## config.mk

```make
export PLATFORM = sky130hd
export DESIGN_NAME = minesweeper_game_ctrl
export DESIGN_NICKNAME = d
export VERILOG_FILES = /design/src/rtl/minesweeper_pkg.sv /design/src/rtl/ms_sec_timer.sv /design/src/rtl/minesweeper_game_ctrl.sv
export SDC_FILE = /design/constraint.sdc
export NUM_CORES = 1
export LEC_CHECK = 0
export BUFFER_PORTS_ARGS = -buffer_cell sky130_fd_sc_hd__buf_4
export CAP_MARGIN = 30
export CORE_MARGIN = 2
export CORE_UTILIZATION = 40
export CTS_BUF_LIST = sky130_fd_sc_hd__clkbuf_16
export DETAILED_ROUTE_END_ITERATION = 8
export GPL_TIMING_DRIVEN = 0
export HOLD_SLACK_MARGIN = 0.12
export PLACE_DENSITY = 0.64
export SLEW_MARGIN = 20
export SYNTH_ARGS = -nofsm -noshare
export SYNTH_HDL_FRONTEND = slang
export SYNTH_SLANG_ARGS = --single-unit
```

## constraint.sdc

```tcl
create_clock -name clk -period 3.5 [get_ports clk]
set_input_delay 0.35 -clock clk [delete_from_list [all_inputs] [get_ports clk]]
set_output_delay 0.35 -clock clk [all_outputs]
set_load 0.01 [all_outputs]
```

## src/rtl/minesweeper_pkg.sv

```systemverilog
// Shared definitions for the Minesweeper design.
// Contents:
//   ms_state_e  - 3-bit game controller state encoding
//   DEF_*       - default board geometry and mine count
//   ms_width()  - bits needed to hold the values 0..n (min 1)
package minesweeper_pkg;

  typedef enum logic [2:0] {
    ST_START = 3'd0,
    ST_INIT  = 3'd1,
    ST_IDLE  = 3'd2,
    ST_PLAY  = 3'd3,
    ST_WIN   = 3'd4,
    ST_LOSE  = 3'd5,
    ST_ERROR = 3'd6
  } ms_state_e;

  localparam int DEF_ROWS  = 8;
  localparam int DEF_COLS  = 8;
  localparam int DEF_MINES = 10;

  function automatic int ms_width(input int n);
    return (n < 1) ? 1 : $clog2(n + 1);
  endfunction

endpackage

```

## src/rtl/ms_sec_timer.sv

```systemverilog
// Elapsed-seconds timer: a prescaler counting clk cycles while run is high,
// and a seconds counter that saturates at TIME_LIMIT.
// Ports:
//   clk, rst (async, active-low)
//   run     - count this cycle
//   clear   - zero prescaler and seconds (takes priority over run)
//   seconds - elapsed seconds, saturating
//   expire  - only when MS_TIME_LIMIT_EN is defined: seconds is at, or
//             reaches on this cycle's tick, TIME_LIMIT while running
module ms_sec_timer #(
  parameter int TICKS_PER_SEC = 50_000_000,
  parameter int TIME_LIMIT    = 999,
  parameter int TW            = 10
) (
  input  logic          clk,
  input  logic          rst,
  input  logic          run,
  input  logic          clear,
  output logic [TW-1:0] seconds
`ifdef MS_TIME_LIMIT_EN
  ,
  output logic          expire
`endif
);

  localparam int PW = (TICKS_PER_SEC > 1) ? $clog2(TICKS_PER_SEC) : 1;
  localparam logic [PW-1:0] PRESC_MAX = PW'(TICKS_PER_SEC - 1);
  localparam logic [TW-1:0] SEC_MAX   = TW'(TIME_LIMIT);

  logic [PW-1:0] presc;
  logic          tick;

  assign tick = run && (presc == PRESC_MAX);

  always_ff @(posedge clk or negedge rst) begin
    if (!rst) begin
      presc   <= '0;
      seconds <= '0;
    end else if (clear) begin
      presc   <= '0;
      seconds <= '0;
    end else if (run) begin
      if (tick) begin
        presc <= '0;
        if (seconds != SEC_MAX)
          seconds <= seconds + TW'(1);
      end else begin
        presc <= presc + PW'(1);
      end
    end
  end

`ifdef MS_TIME_LIMIT_EN
  // Already at the limit covers the case where a handshake kept the game in
  // PLAY on the cycle the limit was reached.
  assign expire = run && ((seconds == SEC_MAX) ||
                          (tick && (seconds == SEC_MAX - TW'(1))));
`endif

endmodule

```

## src/rtl/minesweeper_game_ctrl.sv

```systemverilog
// Top-level Minesweeper game controller: board init handshake, play,
// win/lose detection, replay, and the elapsed-seconds timer.
// Optional feature macro: MS_TIME_LIMIT_EN (forced loss at TIME_LIMIT seconds).
// Ports:
//   clk, rst (async, active-low)
//   go, play_again           - level controls from the input logic
//   init_start / init_done   - board regeneration handshake
//   rev_valid/rev_ready, rev_mine, rev_count - reveal events
//   state, revealed, seconds - status
//   win, lose, done          - decoded from the registered state
module minesweeper_game_ctrl
  import minesweeper_pkg::*;
#(
  parameter int ROWS          = DEF_ROWS,
  parameter int COLS          = DEF_COLS,
  parameter int MINES         = DEF_MINES,
  parameter int TICKS_PER_SEC = 50_000_000,
  parameter int TIME_LIMIT    = 999,
  localparam int CELLS        = ROWS * COLS,
  localparam int SAFE         = CELLS - MINES,
  localparam int CW           = ms_width(CELLS),
  localparam int TW           = ms_width(TIME_LIMIT)
) (
  input  logic          clk,
  input  logic          rst,
  input  logic          go,
  input  logic          play_again,
  output logic          init_start,
  input  logic          init_done,
  input  logic          rev_valid,
  output logic          rev_ready,
  input  logic          rev_mine,
  input  logic [CW-1:0] rev_count,
  output logic [2:0]    state,
  output logic [CW-1:0] revealed,
  output logic [TW-1:0] seconds,
  output logic          win,
  output logic          lose,
  output logic          done
);

  localparam logic [CW:0] SAFE_W = (CW + 1)'(SAFE);

  ms_state_e   state_q, state_d;
  logic        accept;
  logic [CW:0] sum;
`ifdef MS_TIME_LIMIT_EN
  logic        timeout;
`endif

  assign accept = rev_valid && rev_ready;
  // One extra bit so an inconsistent upstream count cannot wrap past SAFE.
  assign sum    = {1'b0, revealed} + {1'b0, rev_count};
  assign state  = state_q;

  ms_sec_timer #(
    .TICKS_PER_SEC(TICKS_PER_SEC),
    .TIME_LIMIT   (TIME_LIMIT),
    .TW           (TW)
  ) u_sec_timer (
    .clk    (clk),
    .rst    (rst),
    .run    (state_q == ST_PLAY),
    .clear  (state_q == ST_START),
    .seconds(seconds)
`ifdef MS_TIME_LIMIT_EN
    ,
    .expire (timeout)
`endif
  );

  always_ff @(posedge clk or negedge rst) begin
    if (!rst)
      state_q <= ST_START;
    else
      state_q <= state_d;
  end

  always_comb begin
    state_d = state_q;
    case (state_q)
      ST_START: state_d = ST_INIT;
      ST_INIT:  if (init_done) state_d = ST_IDLE;
      ST_IDLE:  if (go) state_d = ST_PLAY;
      ST_PLAY: begin
        if (accept) begin
          if (rev_mine)
            state_d = ST_LOSE;
          else if (sum == SAFE_W)
            state_d = ST_WIN;
          else if (sum > SAFE_W)
            state_d = ST_ERROR;
        end
`ifdef MS_TIME_LIMIT_EN
        else if (timeout) begin
          state_d = ST_LOSE;
        end
`endif
      end
      ST_WIN, ST_LOSE, ST_ERROR: if (play_again) state_d = ST_START;
      default:  state_d = ST_ERROR;
    endcase
  end

  always_comb begin
    rev_ready = 1'b0;
    win       = 1'b0;
    lose      = 1'b0;
    done      = 1'b0;
    case (state_q)
      ST_PLAY: rev_ready = 1'b1;
      ST_WIN: begin
        win  = 1'b1;
        done = 1'b1;
      end
      ST_LOSE: begin
        lose = 1'b1;
        done = 1'b1;
      end
      default: ;
    endcase
  end

  // init_start fires on the START->INIT edge, so it is high for the first
  // INIT cycle; START is always exactly one cycle long.
  always_ff @(posedge clk or negedge rst) begin
    if (!rst) begin
      init_start <= 1'b0;
      revealed   <= '0;
    end else begin
      init_start <= (state_q == ST_START);
      if (state_q == ST_START)
        revealed <= '0;
      else if (accept && !rev_mine && (sum <= SAFE_W))
        revealed <= sum[CW-1:0];
    end
  end

endmodule
```

## After elaboration in Yosys (flattened, before gate mapping)

Cells that the tools add are included.

| cells by class | value |
|---|---|
| reduce and logical (&&, ||, !) cells | 14 |
| magnitude comparators | 2 |
| muxes and demuxes | 21 |
| add/sub/neg operators | 3 |
| eq/ne operators | 14 |

Operators by type and width:

| kind | count |
|---|---|
| 2-to-1 mux 26 bit | 3 |
| 2-to-1 mux 10 bit | 4 |
| adder 26 x 1 -> 26 bit, second input constant | 1 |
| equality test 26 bit, second input constant | 1 |
| 2-to-1 mux 3 bit | 7 |
| one-hot mux 3 bit (5 select lines) | 1 |
| 2-to-1 mux 7 bit | 2 |
| adder 10 x 1 -> 10 bit, second input constant | 1 |
| inequality test 10 bit, second input constant | 1 |
| equality test 3 bit, second input constant | 3 |
| adder 7 x 7 -> 8 bit | 1 |
| equality test 8 x 6 -> 1 bit, second input constant | 1 |
| > comparator 8 x 6 -> 1 bit, second input constant | 1 |
| less-or-equal comparator 8 x 6 -> 1 bit, second input constant | 1 |
| inequality test 2 bit, second input constant | 4 |
| nonzero test 2 bit | 4 |
| equality test 3 x 2 -> 1 bit, second input constant | 2 |
| AND reduction 5 bit | 1 |
| logical AND 1 bit | 4 |
| 2-to-1 mux 1 bit | 4 |
| inequality test 4 bit, second input constant | 1 |
| equality test 3 x 1 -> 1 bit, second input constant | 1 |
| zero test 3 bit | 1 |
| AND reduction 3 bit | 1 |
| 3 further kinds | 3 |

| word-level totals | value |
|---|---|
| word-level logic and storage cells | 59 |
| register bits | 47 |
| output and inout port bits | 25 |
| input port bits | 14 |

## Depth between registers and ports, before layout

Gate-level depths: netlist of the first run.

| depth | value |
|---|---|
| word-level depth | 7 |
| depth in mapped cells | 9 |
| gate-level depth less buffers | 9 |

## By module

Synthesis of the first run repeated with hierarchy kept, for this count alone.

| second synthesis, totals | value |
|---|---|
| cells, all modules | 305 |
| area total of the unflattened synthesis | 2,840.2 sq um |

Modules (own cells, without submodules):

| module | cells each | area an instance (sq um) | instances |
|---|---|---|---|
| ms_sec_timer | 204 | 1,938.1 | 1 |
| minesweeper_game_ctrl | 101 | 902.1 | 1 |

## Worst setup path before layout of the first run

Ideal clock, no wire load.

| path | value |
|---|---|
| path kind | register to register |
| from | register revealed[0] |
| to | register revealed[3] |
| stages on the path, launching flop included | 10 |
| arrival | 2.383 ns |
| setup slack | 0.997 ns |
| setup time | 0.120 ns |
| clock period less this slack | 2.503 ns |
| cells stage by stage | dfrtp_1 -> ha_1 -> inv_1 -> fa_1 -> nor4b_1 -> nand4_1 -> o31a_1 -> nor3_1 -> o211ai_2 -> a31o_1 |

| on the way | value |
|---|---|
| longest elaborated chain between the ends | 4 |
| elaborated cells between the ends (all ways) | 6 |
| those cells by class | add/sub: 1; order compare: 1; mux: 2; reduce/logical: 2 |

Ends and longest elaborated chain:

| what | RTL line | text |
|---|---|---|
| from (decl) | minesweeper_game_ctrl.sv:35 | `output logic [CW-1:0] revealed,` |
| from (signal assigned) | minesweeper_game_ctrl.sv:135 | `revealed <= sum[CW-1:0];` |
| adder 7 x 7 -> 8 bit (*) | minesweeper_game_ctrl.sv:53 | `assign sum = {1'b0, revealed} + {1'b0, rev_count};` |
| less-or-equal comparator 8 x 6 -> 1 bit | minesweeper_game_ctrl.sv:134 | `else if (accept && !rev_mine && (sum <= SAFE_W))` |
| logical AND 1 bit | minesweeper_game_ctrl.sv:134 |  |
| nonzero test 2 bit (no source line) | n/a |  |

Every way passes the cells marked *; elsewhere a longest branch is shown, timed or not. The select of a mux whose other input is x is not followed.
A chain may end at the register's enable or synchronous reset.

## Worst setup path in the final report of the first run

Ends and elaborated chain as after synthesis.

==> results_dict.tcl, run 1 <==
set metrics [dict create \
    rows 30 \
    grt_pass1_wl_um 10670 \
    arrival_ns 2.97 \
    fin_setup_tns_ns 0 \
    drive_above_1_share 0.1643 \
    synthesis.nets 324 \
    gp_congestion 0.7984 \
    cts_made_buffers 5 \
    endpoint "revealed[3]" \
    worstPathMaxFanout 7 \
    gr-total-overflow 0 \
    critPathLaunchType "flop" \
    syn_avg_cell_area_um2 9.392 \
    synth-seq-area-share 0.4174 \
    r2r_slack_ns 0.71 \
    min_path_type "in -> reg" \
    initial_core_util 0.4147 \
    ant_nets 0 \
    setup_ws_ns 0.7102 \
    setup_viol 0 \
    synth_edf_count 0 \
    grt_util_all_layers 0.1727 \
    end_kind "flop" \
    num_antenna_cells 0 \
    wl_per_cell_um 13.85 \
    startpoint "revealed[0]" \
    dieArea_mm2 0.007732 \
    chipWidth_um 87.93 \
    post_cts_resized 0 \
    h-tree-depth 2 \
    worst_pin_slew_ns 0.6041 \
    synth_cell_type_count 52 \
    worst_hold_slack_ns 0.3715 \
    route.vias.total 2320 \
    slew-limit-headroom 0.5972 \
    synth-main-ff-cell "dfrtp_1" \
    critical_path_class "reg -> reg" \
    cts.sinks 47 \
    leakagePower_nw 1.593 \
    dpl_worst_slack_ns 0.6456 \
    root_buffer "clkbuf_16" \
    run_status "completed" \
    synthCells 300 \
    synth_most_common_cell "nor2_1" \
    synth_area_mm2 0.002818 \
    r2r_start "revealed[0]" \
    cts.path.max_buffers 2 \
    period_needed_ns 2.790 \
    r2r_end "revealed[3]" \
    first_iter_violations 99 \
    yosysWarnings 0 \
    clk_latency_ns 0.29 \
    vias_per_cell 5.237 \
    cts_tree "yes" \
    synth_async_sr_flop_share 1.000 \
    period_share 0.7971 \
    final_util 0.5000 \
    synth_seq_cells 47 \
    finalMaxSlewViolations 0 \
    rr_worst_depth 9 \
    synth_largest_area_cell "dfrtp_1" \
    skew_ns 0.003631 \
    portBuffers 38 \
    fmax_mhz 358.4 \
    grt_pass1_vias 2338 \
    grt_max_degree 48 \
    hold_viol_final 0 \
    fp.dieH_um 87.93 \
    nNetsFinal 370 \
    finalPower_mw 2.041 \
    drt_pass1_iterations 4 \
    ios 39 \
    synthToLayoutAreaGrowth_pct 20.56 \
    antenna_found_initial 0 \
    synth_top_area_frac 0.4174 \
    rsz0062_at_grt "false" \
    p_per_area_mw_per_mm2 600.9 \
    dp_hpwl_um 4459 \
    path_clk_slew_ns 0.06 \
    drc 0 \
    core_area_mm2 0.006794 \
    required_ns 3.68 \
    wl_um 6137 \
    synth.top_cells.by_count "nor2_1, dfrtp_1, nand2_1" \
    drv_cap 0 \
    synth_area_leaders "dfrtp_1, xor2_1, nor2_1" \
    peakVddDrop_v 0.0003572 \
]
what timing repair did:
item,4_1_cts,5_1_grt
hold buffers,1,0
setup buffers,0,0
endpoints found under the hold margin,47,0
critical path, cell delays in order, from the launching register on:
cell and delay, ns:
dfrtp_1 0.38, ha_1 0.20, inv_1 0.06, fa_1 0.41, nor4b_1 0.34, nand4_1 0.17
o31a_1 0.14, nor3_1 0.35, o211ai_2 0.32, a31o_1 0.29
cell usage in the layout (no fill, tap or decap), drive strengths merged, types with 4 or more instances in the layout:
cell / synthesis / routed
nand4: 12 / 12
nand2: 24 / 24
nor2: 51 / 51
xor2: 22 / 22
buf: 5 / 43
inv: 10 / 10
nand3: 12 / 12
nor3: 7 / 7
nor4b: 6 / 6
a21oi: 10 / 10
ha: 9 / 9
o21ai: 8 / 8
and4b: 4 / 4
dfrtp: 47 / 47
mux2i: 8 / 8
or3: 5 / 5
and3: 5 / 5
xnor2: 12 / 12
clkbuf: 4 / 9
logic make-up after synthesis:
family	share of synthesized area
AND/OR/NAND/NOR	0.2895
flip-flops	0.4174
AO/OA/AOI/OAI	0.08304
XOR/XNOR	0.1057
buffers and inverters	0.02886
adder cells (fa/ha/maj)	0.04707
multiplexers	0.02842
how the worst min path moves through the flow:
stage                     slack, ns       from                    end  cells past startpoint
after floorplan                0.05        rst             init_start                      0
after global placement         0.41        rst  u_sec_timer.presc[14]                      1
after detailed placement       0.41        rst  u_sec_timer.presc[12]                      1
after CTS                      0.38   rev_mine               state[1]                      4
after global routing           0.38  rev_valid               state[2]                      3
final                          0.37  rev_valid               state[2]                      3
registers in the layout (all words and copies together), names as in the netlist:
register	cells
u_sec_timer.presc	26
u_sec_timer.seconds	10
revealed	7
state	3
init_start	1
metal layers:
| metal | vias up | global-route usage | wire, µm |
|---|---|---|---|
| met5 | - | 0 | 0 |
| met4 | 0 | 0.04895 | 70 |
| met3 | 8 | 0.03205 | 167 |
| met2 | 35 | 0.2796 | 2903 |
| met1 | 1123 | 0.2372 | 2996 |
| li1 | 1154 | - | - |
layout make-up:
type / count / area [µm²]
well taps: 96 / 120.1
repair buffers: 39 / 295.3
clock inverters: 3 / 38.79
clock buffers: 5 / 125.1
fillers: 653 / 3397
multi-input cells: 234 / 1560
plain buffers: 9 / 43.79
flip-flops and latches: 47 / 1176
inverters: 10 / 37.54
report_power, final:
part           internal (mW)  switching, mW
sequential             0.610         0.0646
combinational          0.333          0.494
clock                  0.333          0.206
total                   1.28          0.764
per-stage QoR:
| stage | instance area (µm²) | cells |
|---|---|---|
| after floorplan | 2818 | 300 |
| after global placement | 3223 | 434 |
| after detailed placement | 3223 | 434 |
| after CTS | 3397 | 443 |
| after global routing | 3397 | 443 |
| final | 3397 | 443 |
Note: power is estimated with default switching activity, not from simulation.
==> run 2: changes to the inputs <==
- PLACE_DENSITY: 0.64 -> 0.66
- clock period: 3.5 -> 2.5 ns (I/O delays scaled with it)
==> run 2 against run 1 <==
Sequential power rose by 40%. Critical path depth rose by 1. Global-route usage fell by 0.16 points. Worst setup slack got worse by 0.67 ns.
==> results_dict.tcl, run 2 (same netlist as run 1, synthesis figures left out) <==
set metrics [dict create \
    r2r_slack_ns 0.04 \
    fin_setup_tns_ns 0 \
    core_area_mm2 0.006794 \
    worstHoldStart "go" \
    drt_pass1_iterations 4 \
    finalMaxSlewViolations 0 \
    chipWidth_um 87.93 \
    rsz0062_at_grt "true" \
    r2r_start "revealed[0]" \
    ant_nets 0 \
    worst_pin_slew_ns 0.6066 \
    largest_reg_flops 26 \
    nNetsFinal 376 \
    grt_max_degree 48 \
    regMostFlops "u_sec_timer.presc" \
    drv_cap 0 \
    crit_path_cell_trace "ha_2 > inv_2 > fa_2 > nor2b_2 > o22a_2 > mux2i_2 > nor4b_4 > o211ai_2 > buf_4 > mux2i_1" \
    rows 30 \
    dieArea_mm2 0.007732 \
    first_iter_violations 159 \
    end_kind "flop" \
    rr_worst_depth 10 \
    root_buffer "clkbuf_16" \
    r2r_end "revealed[0]" \
    required_ns 2.71 \
    num_antenna_cells 0 \
    hold_depth 3 \
    dp_hpwl_um 4300 \
    final_common_cell "nor2_1" \
    worstPathMaxFanout 5 \
    setup_ws_ns 0.04229 \
    portBuffers 38 \
    ios 39 \
    grt_util_all_layers 0.1711 \
    clk_latency_ns 0.29 \
    setup_viol 0 \
    final.fill_count 637 \
    vias_per_cell 5.247 \
    antenna_found_initial 0 \
    arrival_ns 2.67 \
    critical_path_class "reg -> reg" \
    initial_core_util 0.4147 \
    critPathMaxStageDelay_ns 0.38 \
    cts.sinks 47 \
    leakagePower_nw 1.654 \
    path_clk_slew_ns 0.07 \
    skew_ns 0.005996 \
    holdPathEnd "state[0]" \
    final_cell_mix "nor2_1, dfrtp_1, buf_4" \
    cts.path.max_buffers 2 \
    worst-path-buf-inv 2 \
    reg_top3 "u_sec_timer.presc x26, u_sec_timer.seconds x10, revealed x7" \
    startpoint "revealed[0]" \
    slew-limit-headroom 0.5956 \
    run_status "completed" \
    wl_per_cell_um 13.59 \
    fmax_mhz 406.9 \
    min_path_type "in -> reg" \
    h-tree-depth 2 \
    drc 0 \
    peakVddDrop_v 0.0005053 \
    finalPower_mw 3.089 \
    critPathLaunchType "flop" \
    gr-total-overflow 0 \
    route.vias.total 2356 \
    grt_pass1_wl_um 10630 \
    period_needed_ns 2.458 \
    wl_um 6104 \
    dpl_worst_slack_ns -0.2877 \
    cpLargestDelayFamily "adder cells" \
    cts_tree "yes" \
    cts_made_buffers 5 \
    drive_above_1_share 0.2096 \
    synthToLayoutAreaGrowth_pct 25.09 \
    gp_congestion 0.8229 \
    period_share 0.9831 \
    p_per_area_mw_per_mm2 876.4 \
    grt_pass1_vias 2257 \
    crit_path_top_delay_cell "dfrtp_1" \
    fp.dieH_um 87.93 \
    hold_viol_final 0 \
]
run 2: cell types whose count changed in the layout (fill, tap and decap cells not counted), sizes merged:
cell | previous run | this run
bufinv | 1 | 2
buf | 43 | 49
clkinv | 2 | 0
clkinvlp | 0 | 1
run 2: layout make-up:
type | instances | area [µm²] | area share
clock buffer | 5 | 125.1 | 0.03550
clock inverter | 3 | 67.56 | 0.01917
buffer | 9 | 43.79 | 0.01242
multi-input combinational | 234 | 1610 | 0.4569
timing repair buffer | 45 | 344.1 | 0.09762
sequential | 47 | 1176 | 0.3337
inverter | 10 | 37.54 | 0.01065
tap | 96 | 120.1 | 0.03408
run 2: worst max-delay path by stage:
stage | endpoint | slack (ns) | cells after the start
2_1_floorplan | revealed[3] | 0.003 | 9
3_3_place_gp | revealed[3] | -0.28 | 9
3_5_place_dp | revealed[3] | -0.29 | 9
4_1_cts | revealed[2] | 0.05 | 10
5_1_grt | revealed[5] | -0.05 | 10
6_report | revealed[0] | 0.04 | 10
run 2: metal layers:
metal	GRT usage	vias to the layer above	wire, µm
met5	0	-	0
met4	0.03776	0	50
met3	0.03864	5	232
met2	0.2851	49	3040
met1	0.2285	1138	2781
li1	-	1164	-
run 2: stage by stage:
step             util  std cells  hold WS [ns]  instance area [µm²]
2_1_floorplan       -        300      -0.04559                 2818
3_3_place_gp   0.4744        434        0.3093                 3223
3_5_place_dp   0.4744        434        0.3088                 3223
4_1_cts        0.5125        447        0.2749                 3482
5_1_grt        0.5188        449        0.3033                 3525
6_report       0.5188        449        0.2950                 3525
run 2: worst min-delay path, delay by kind of cell:
kind / cells / cell delay, ns
compound gates: 2 / 0.22
buf+inv: 1 / 0.08
run 2: timing repair:
item / in CTS / in global routing
endpoints found under the hold margin: 47 / 0
setup buffers: 4 / 2
endpoints found under the setup margin: 9 / 9
pin swaps: 3 / 6
resized for setup: 5 / 8
hold buffers: 1 / 0
run 2: power by group:
group	internal, mW	switching (mW)	leakage, nW
combinational	0.540	0.746	0.917
clock	0.573	0.285	0.0900
sequential	0.854	0.0912	0.646
total	1.97	1.12	1.65
